==> src/rtl/mul_div_unit.sv <==
// rtl/mul_div_unit.sv - iterative 32-bit multiply/divide unit with HI/LO result registers
module mul_div_unit #(
   parameter int WIDTH = 32
) (
   input  logic             clk,
   input  logic             reset,
   input  logic             start,
   input  logic [1:0]       op,
   input  logic [WIDTH-1:0] rs_data,
   input  logic [WIDTH-1:0] rt_data,
   input  logic             hi_we,
   input  logic             lo_we,
   output logic             busy,
   output logic             done,
   output logic [WIDTH-1:0] hi,
   output logic [WIDTH-1:0] lo
);

   localparam int CW = $clog2(WIDTH);

   typedef enum logic [1:0] {IDLE, CALC, FIX} state_t;

   state_t             state;
   logic [1:0]         op_r;
   logic [WIDTH-1:0]   a_mag;
   logic [WIDTH-1:0]   b_mag;
   logic [WIDTH-1:0]   a_raw;
   logic [2*WIDTH-1:0] work;
   logic [CW-1:0]      counter;
   logic               prod_neg;
   logic               quot_neg;
   logic               rem_neg;
   logic               div_zero;

   logic               is_signed;
   logic [WIDTH:0]     mul_sum;
   logic [WIDTH:0]     div_shift;
   logic [WIDTH:0]     div_diff;
   logic [2*WIDTH-1:0] prod_fix;
   logic [WIDTH-1:0]   quot_fix;
   logic [WIDTH-1:0]   rem_fix;

   always_comb begin
      is_signed = ~op[0];
      mul_sum   = {1'b0, work[2*WIDTH-1:WIDTH]} + (b_mag[0] ? {1'b0, a_mag} : '0);
      // Restoring divide: dividend bits enter the partial remainder MSB first from a_mag.
      div_shift = {work[2*WIDTH-1:WIDTH], a_mag[WIDTH-1]};
      div_diff  = div_shift - {1'b0, b_mag};
      prod_fix  = prod_neg ? (~work + 1'b1) : work;
      quot_fix  = quot_neg ? (~work[WIDTH-1:0] + 1'b1) : work[WIDTH-1:0];
      rem_fix   = rem_neg ? (~work[2*WIDTH-1:WIDTH] + 1'b1) : work[2*WIDTH-1:WIDTH];
   end

   always_ff @(posedge clk) begin
      if (reset) begin
         state    <= IDLE;
         op_r     <= '0;
         a_mag    <= '0;
         b_mag    <= '0;
         a_raw    <= '0;
         work     <= '0;
         counter  <= '0;
         prod_neg <= 1'b0;
         quot_neg <= 1'b0;
         rem_neg  <= 1'b0;
         div_zero <= 1'b0;
         busy     <= 1'b0;
         done     <= 1'b0;
         hi       <= '0;
         lo       <= '0;
      end else begin
         done <= 1'b0;
         case (state)
            IDLE: begin
               if (start) begin
                  op_r     <= op;
                  a_raw    <= rs_data;
                  a_mag    <= (is_signed && rs_data[WIDTH-1]) ? -rs_data : rs_data;
                  b_mag    <= (is_signed && rt_data[WIDTH-1]) ? -rt_data : rt_data;
                  prod_neg <= is_signed && (rs_data[WIDTH-1] ^ rt_data[WIDTH-1]);
                  quot_neg <= is_signed && (rs_data[WIDTH-1] ^ rt_data[WIDTH-1]);
                  rem_neg  <= is_signed && rs_data[WIDTH-1];
                  div_zero <= (rt_data == '0);
                  work     <= '0;
                  counter  <= '0;
                  busy     <= 1'b1;
                  state    <= CALC;
               end else begin
                  if (hi_we) hi <= rs_data;
                  if (lo_we) lo <= rs_data;
               end
            end
            CALC: begin
               if (op_r[1]) begin
                  a_mag <= {a_mag[WIDTH-2:0], 1'b0};
                  if (!div_diff[WIDTH])
                     work <= {div_diff[WIDTH-1:0], work[WIDTH-2:0], 1'b1};
                  else
                     work <= {div_shift[WIDTH-1:0], work[WIDTH-2:0], 1'b0};
               end else begin
                  b_mag <= {1'b0, b_mag[WIDTH-1:1]};
                  work  <= {mul_sum, work[WIDTH-1:1]};
               end
               counter <= counter + 1'b1;
               if (counter == CW'(WIDTH - 1))
                  state <= FIX;
            end
            FIX: begin
               if (!op_r[1]) begin
                  hi <= prod_fix[2*WIDTH-1:WIDTH];
                  lo <= prod_fix[WIDTH-1:0];
               end else if (div_zero) begin
                  hi <= a_raw;
                  lo <= '1;
               end else begin
                  hi <= rem_fix;
                  lo <= quot_fix;
               end
               done  <= 1'b1;
               busy  <= 1'b0;
               state <= IDLE;
            end
            default: state <= IDLE;
         endcase
      end
   end

endmodule

==> config.mk <==
export PLATFORM = sky130hd
export DESIGN_NAME = mul_div_unit
export DESIGN_NICKNAME = d
export VERILOG_FILES = /design/src/rtl/mul_div_unit.sv
export SDC_FILE = /design/constraint.sdc
export NUM_CORES = 1
export LEC_CHECK = 0
export CAP_MARGIN = 10
export CORE_ASPECT_RATIO = 2
export CORE_UTILIZATION = 65
export CTS_BUF_LIST = sky130_fd_sc_hd__clkbuf_16
export DETAILED_ROUTE_END_ITERATION = 10
export GPL_ROUTABILITY_DRIVEN = 0
export PLACE_DENSITY_LB_ADDON = 0.08
export SLEW_MARGIN = 0
export SYNTH_ARGS = -nofsm -noshare
export SYNTH_HDL_FRONTEND = slang
export SYNTH_SLANG_ARGS = --single-unit
==> constraint.sdc <==
create_clock -name clk -period 5.8 [get_ports clk]
set_input_delay 1.16 -clock clk [delete_from_list [all_inputs] [get_ports clk]]
set_output_delay 1.16 -clock clk [all_outputs]
set_load 0.02 [all_outputs]
==> flow_metrics.env <==
export IMPL_synth_edf_count=0
export IMPL_power_density_mw_per_mm2=235.9
export IMPL_slew_headroom_pct=15.92
export IMPL_die_w_um=118.2
export IMPL_ant_nets=0
export IMPL_outcome="complete, no violations"
export IMPL_overflow=0
export IMPL_dr_pass1_iters=6
export IMPL_clock_root_buffer="clkbuf_16"
export IMPL_cts_reportedPaths_clkPinSlew_ns=0.08
export IMPL_synth_top_area_share_pct=27.05
export IMPL_worst_pin_slew_ns=1.258
export IMPL_wl_per_cell_um=22.01
export IMPL_hold_viol=0
export IMPL_avgSynthCellArea_um2=7.236
export IMPL_die_h_um=234.3
export IMPL_syn_nets=2568
export IMPL_synth_ff_type="dfxtp_1"
export IMPL_yosys_area_top_type="dfxtp_1"
export IMPL_grt_pass1_wl_mm=94.00
export IMPL_dieArea_mm2=0.02769
export IMPL_syn_cell_area_mm2=0.01754
export IMPL_drc=0
export IMPL_max_cap_viol_count=0
export IMPL_cp_required_ns=6.25
export IMPL_synth_fa_ha_area_share_pct=5.293
export IMPL_syn_inst=2424
export IMPL_finalCritPeriodShare_pct=78.57
export IMPL_cp_start_kind="flip-flop"
export IMPL_preCtsSetupSlack_ns=1.263
export IMPL_layout_common_cells="nor2_1 (321), nand2_1 (256), a21oi_1 (255), dfxtp_1 (234), clkdlybuf4s50_1 (135)"
export IMPL_vdd_drop_max_uv=233.3
export IMPL_max_clock_freq_mhz=219.4
export IMPL_synthDistinctLibCells=75
export IMPL_cts_resized=0
export IMPL_clock_skew_ns=0.01586
export IMPL_nets=2562
export IMPL_start_util_pct=66.49
export IMPL_hpwl_mm=43.50
export IMPL_crit_type="flip-flop to flip-flop"
export IMPL_p_seq_share_pct=39.1
export IMPL_antenna_found_initial=2
export IMPL_place_port_buffers=136
export IMPL_ys_warn_count=0
export IMPL_min_period_ns=4.557
export IMPL_p_leak_nw=7.508
export IMPL_post_cts_buffers=0
export IMPL_crit_arrival_ns=5.00
export IMPL_synth_compound_area_share_pct=27.71
export IMPL_cts_sinks=237
export IMPL_finalNonFillerCells=2780
export IMPL_async_reset_ff_share_pct=0
export IMPL_crit_path_end="work[48]$_SDFFE_PP0P_"
export IMPL_whs_ns=0.4531
export IMPL_drive_gt1_share_pct=4.273
export IMPL_grt_max_degree=107
export IMPL_core_rowCount=84
export IMPL_avgViaCountPerCell=6.766
export IMPL_clock_power_share_pct=34.4
export IMPL_r2r_cells=15
export IMPL_placed_area_mm2=0.01891
export IMPL_final_area_mm2=0.01968
export IMPL_wirelength_mm=61.19
export IMPL_setup_ws_ns=1.243
export IMPL_path_max_fanout=37
export IMPL_dp_cells=2737
export IMPL_reg2reg_to="work[48]$_SDFFE_PP0P_"
export IMPL_end_kind="flip-flop"
export IMPL_syn2layout_area_growth_pct=12.17
export IMPL_vias=18810
export IMPL_rrSetupSlack_ns=1.24
export IMPL_grt_usage_pct=43.10
export IMPL_synth_simple_area_share_pct=21.91
export IMPL_p_sw_share_pct=33.58
export IMPL_yosys_mux_area_fraction_pct=3.210
export IMPL_clk_latency_ns=0.55
export IMPL_yosys_top_cells_area="dfxtp_1 (27%), a21oi_1 (7.3%), nor2_1 (6.9%)"
export IMPL_fin_total_pwr_mw=4.641
export IMPL_drv_slew=0
export IMPL_post_route_util_pct=74.58
export IMPL_clk_path_buf_depth=3
export IMPL_design_core_area_mm2=0.02638
export IMPL_synth_top_family_by_area="compound AO/OA/AOI/OAI gates"
export IMPL_top_level_ports=137
export IMPL_cp_startpoint="a_mag[31]$_SDFFE_PP0P_"
export IMPL_cts_tree="yes"
export IMPL_tritoncts_num_buffers=23
export IMPL_p_int_mw=3.082
export IMPL_grt_pass1_vias=17910
export IMPL_rsz0062_at_grt="no"
export IMPL_p_comb_share_pct=26.4
export IMPL_synth_xor_area_share_pct=8.938
export IMPL_cts_hold_repair_buffers=0
export IMPL_tns_ns=0
export IMPL_setup_viol=0
export IMPL_synth_yosys_seq_area_share_pct=27.05
export IMPL_hold_class="flip-flop to flip-flop"
export IMPL_htree_levels=1
export IMPL_r2r_start="a_mag[31]$_SDFFE_PP0P_"
export IMPL_final_common_cell="nor2_1"
export IMPL_synth_seq_cells=237
export IMPL_p_switching_mw=1.558
export IMPL_drtIter0Drc=1781
==> worst max-delay path, cell delays in order (launching register included) <==
cell and delay (ns):
dfxtp_1 0.31, buf_4 0.14, inv_1 0.05, ha_1 0.24, fa_1 0.42, nand2b_1 0.20
a21oi_1 0.16, o21ai_0 0.19, o31a_1 0.36, a2111oi_0 0.80, o22ai_1 0.31, xor2_4 0.47
buf_12 0.26, mux2i_1 0.21, nor2_1 0.05, a221o_1 0.27
==> flip-flops by register name (all words and copies together), names as in the netlist <==
| name | flops |
|---|---|
| work | 64 |
| a_mag | 32 |
| a_raw | 32 |
| b_mag | 32 |
| hi | 32 |
| lo | 32 |
| counter | 5 |
| state | 2 |
| busy | 1 |
| div_zero | 1 |
| done | 1 |
| op_r | 1 |
| quot_neg | 1 |
| rem_neg | 1 |
==> kinds of logic (layout without fill, tap and decap cells) <==
kind of cell    after synthesis  after routing
xor+xnor                    179            179
mux                          56             56
flops                       237            237
simple gates                844            844
fa+ha+maj                    73             73
other cells                   0              2
buf+inv                     272            282
compound gates              763            763
==> power groups by stage <==
stage	combinational [mW]	sequential (mW)	clock [mW]
floorplan	0.813	1.83	0
global placement	1.16	1.84	0
detailed placement	1.18	1.85	0
CTS	1.19	1.81	1.60
global route	1.32	1.82	1.65
finish	1.23	1.82	1.60
==> Yosys cell counts (all sizes together) (31+ instances only) <==
library cell and number:
nor2 322, a21oi 257, nand2 256, dfxtp 237, clkbuf 190, o21ai 141
xnor2 116, a211oi 71, ha 71, inv 69, xor2 63, mux2i 54
nor3 48, a31oi 43, and2 40, o221ai 40, or3 31
==> layout make-up <==
type,instances,area (um^2)
antenna,2,5.005
tap,344,430.4
multi-input combinational,1915,11830
fill,2126,6705
inverter,71,266.5
clock buffer,23,575.6
timing repair buffer,170,1630
sequential,237,4751
clock inverter,18,182.7
==> routing by layer <==
metal	GRT usage (%)	vias up	wire [um]
li1	-	8669	-
met1	42.16	8693	19620
met4	42.67	0	6427
met3	7.563	390	5006
met5	0	-	0
met2	75.75	1057	30130
==> worst min path at each step <==
stage / from / to / cells after the start
after detailed placement: a_raw[11]$_SDFFE_PP0P_ / a_raw[11]$_SDFFE_PP0P_ / 2
after CTS: a_raw[11]$_SDFFE_PP0P_ / a_raw[11]$_SDFFE_PP0P_ / 2
after global routing: lo[24]$_SDFFE_PP0P_ / lo[24]$_SDFFE_PP0P_ / 2
after floorplan: a_raw[27]$_SDFFE_PP0P_ / a_raw[27]$_SDFFE_PP0P_ / 2
final: lo[10]$_SDFFE_PP0P_ / lo[10]$_SDFFE_PP0P_ / 2
after global placement: a_raw[23]$_SDFFE_PP0P_ / a_raw[23]$_SDFFE_PP0P_ / 2
(Power assumes the default switching activity.)
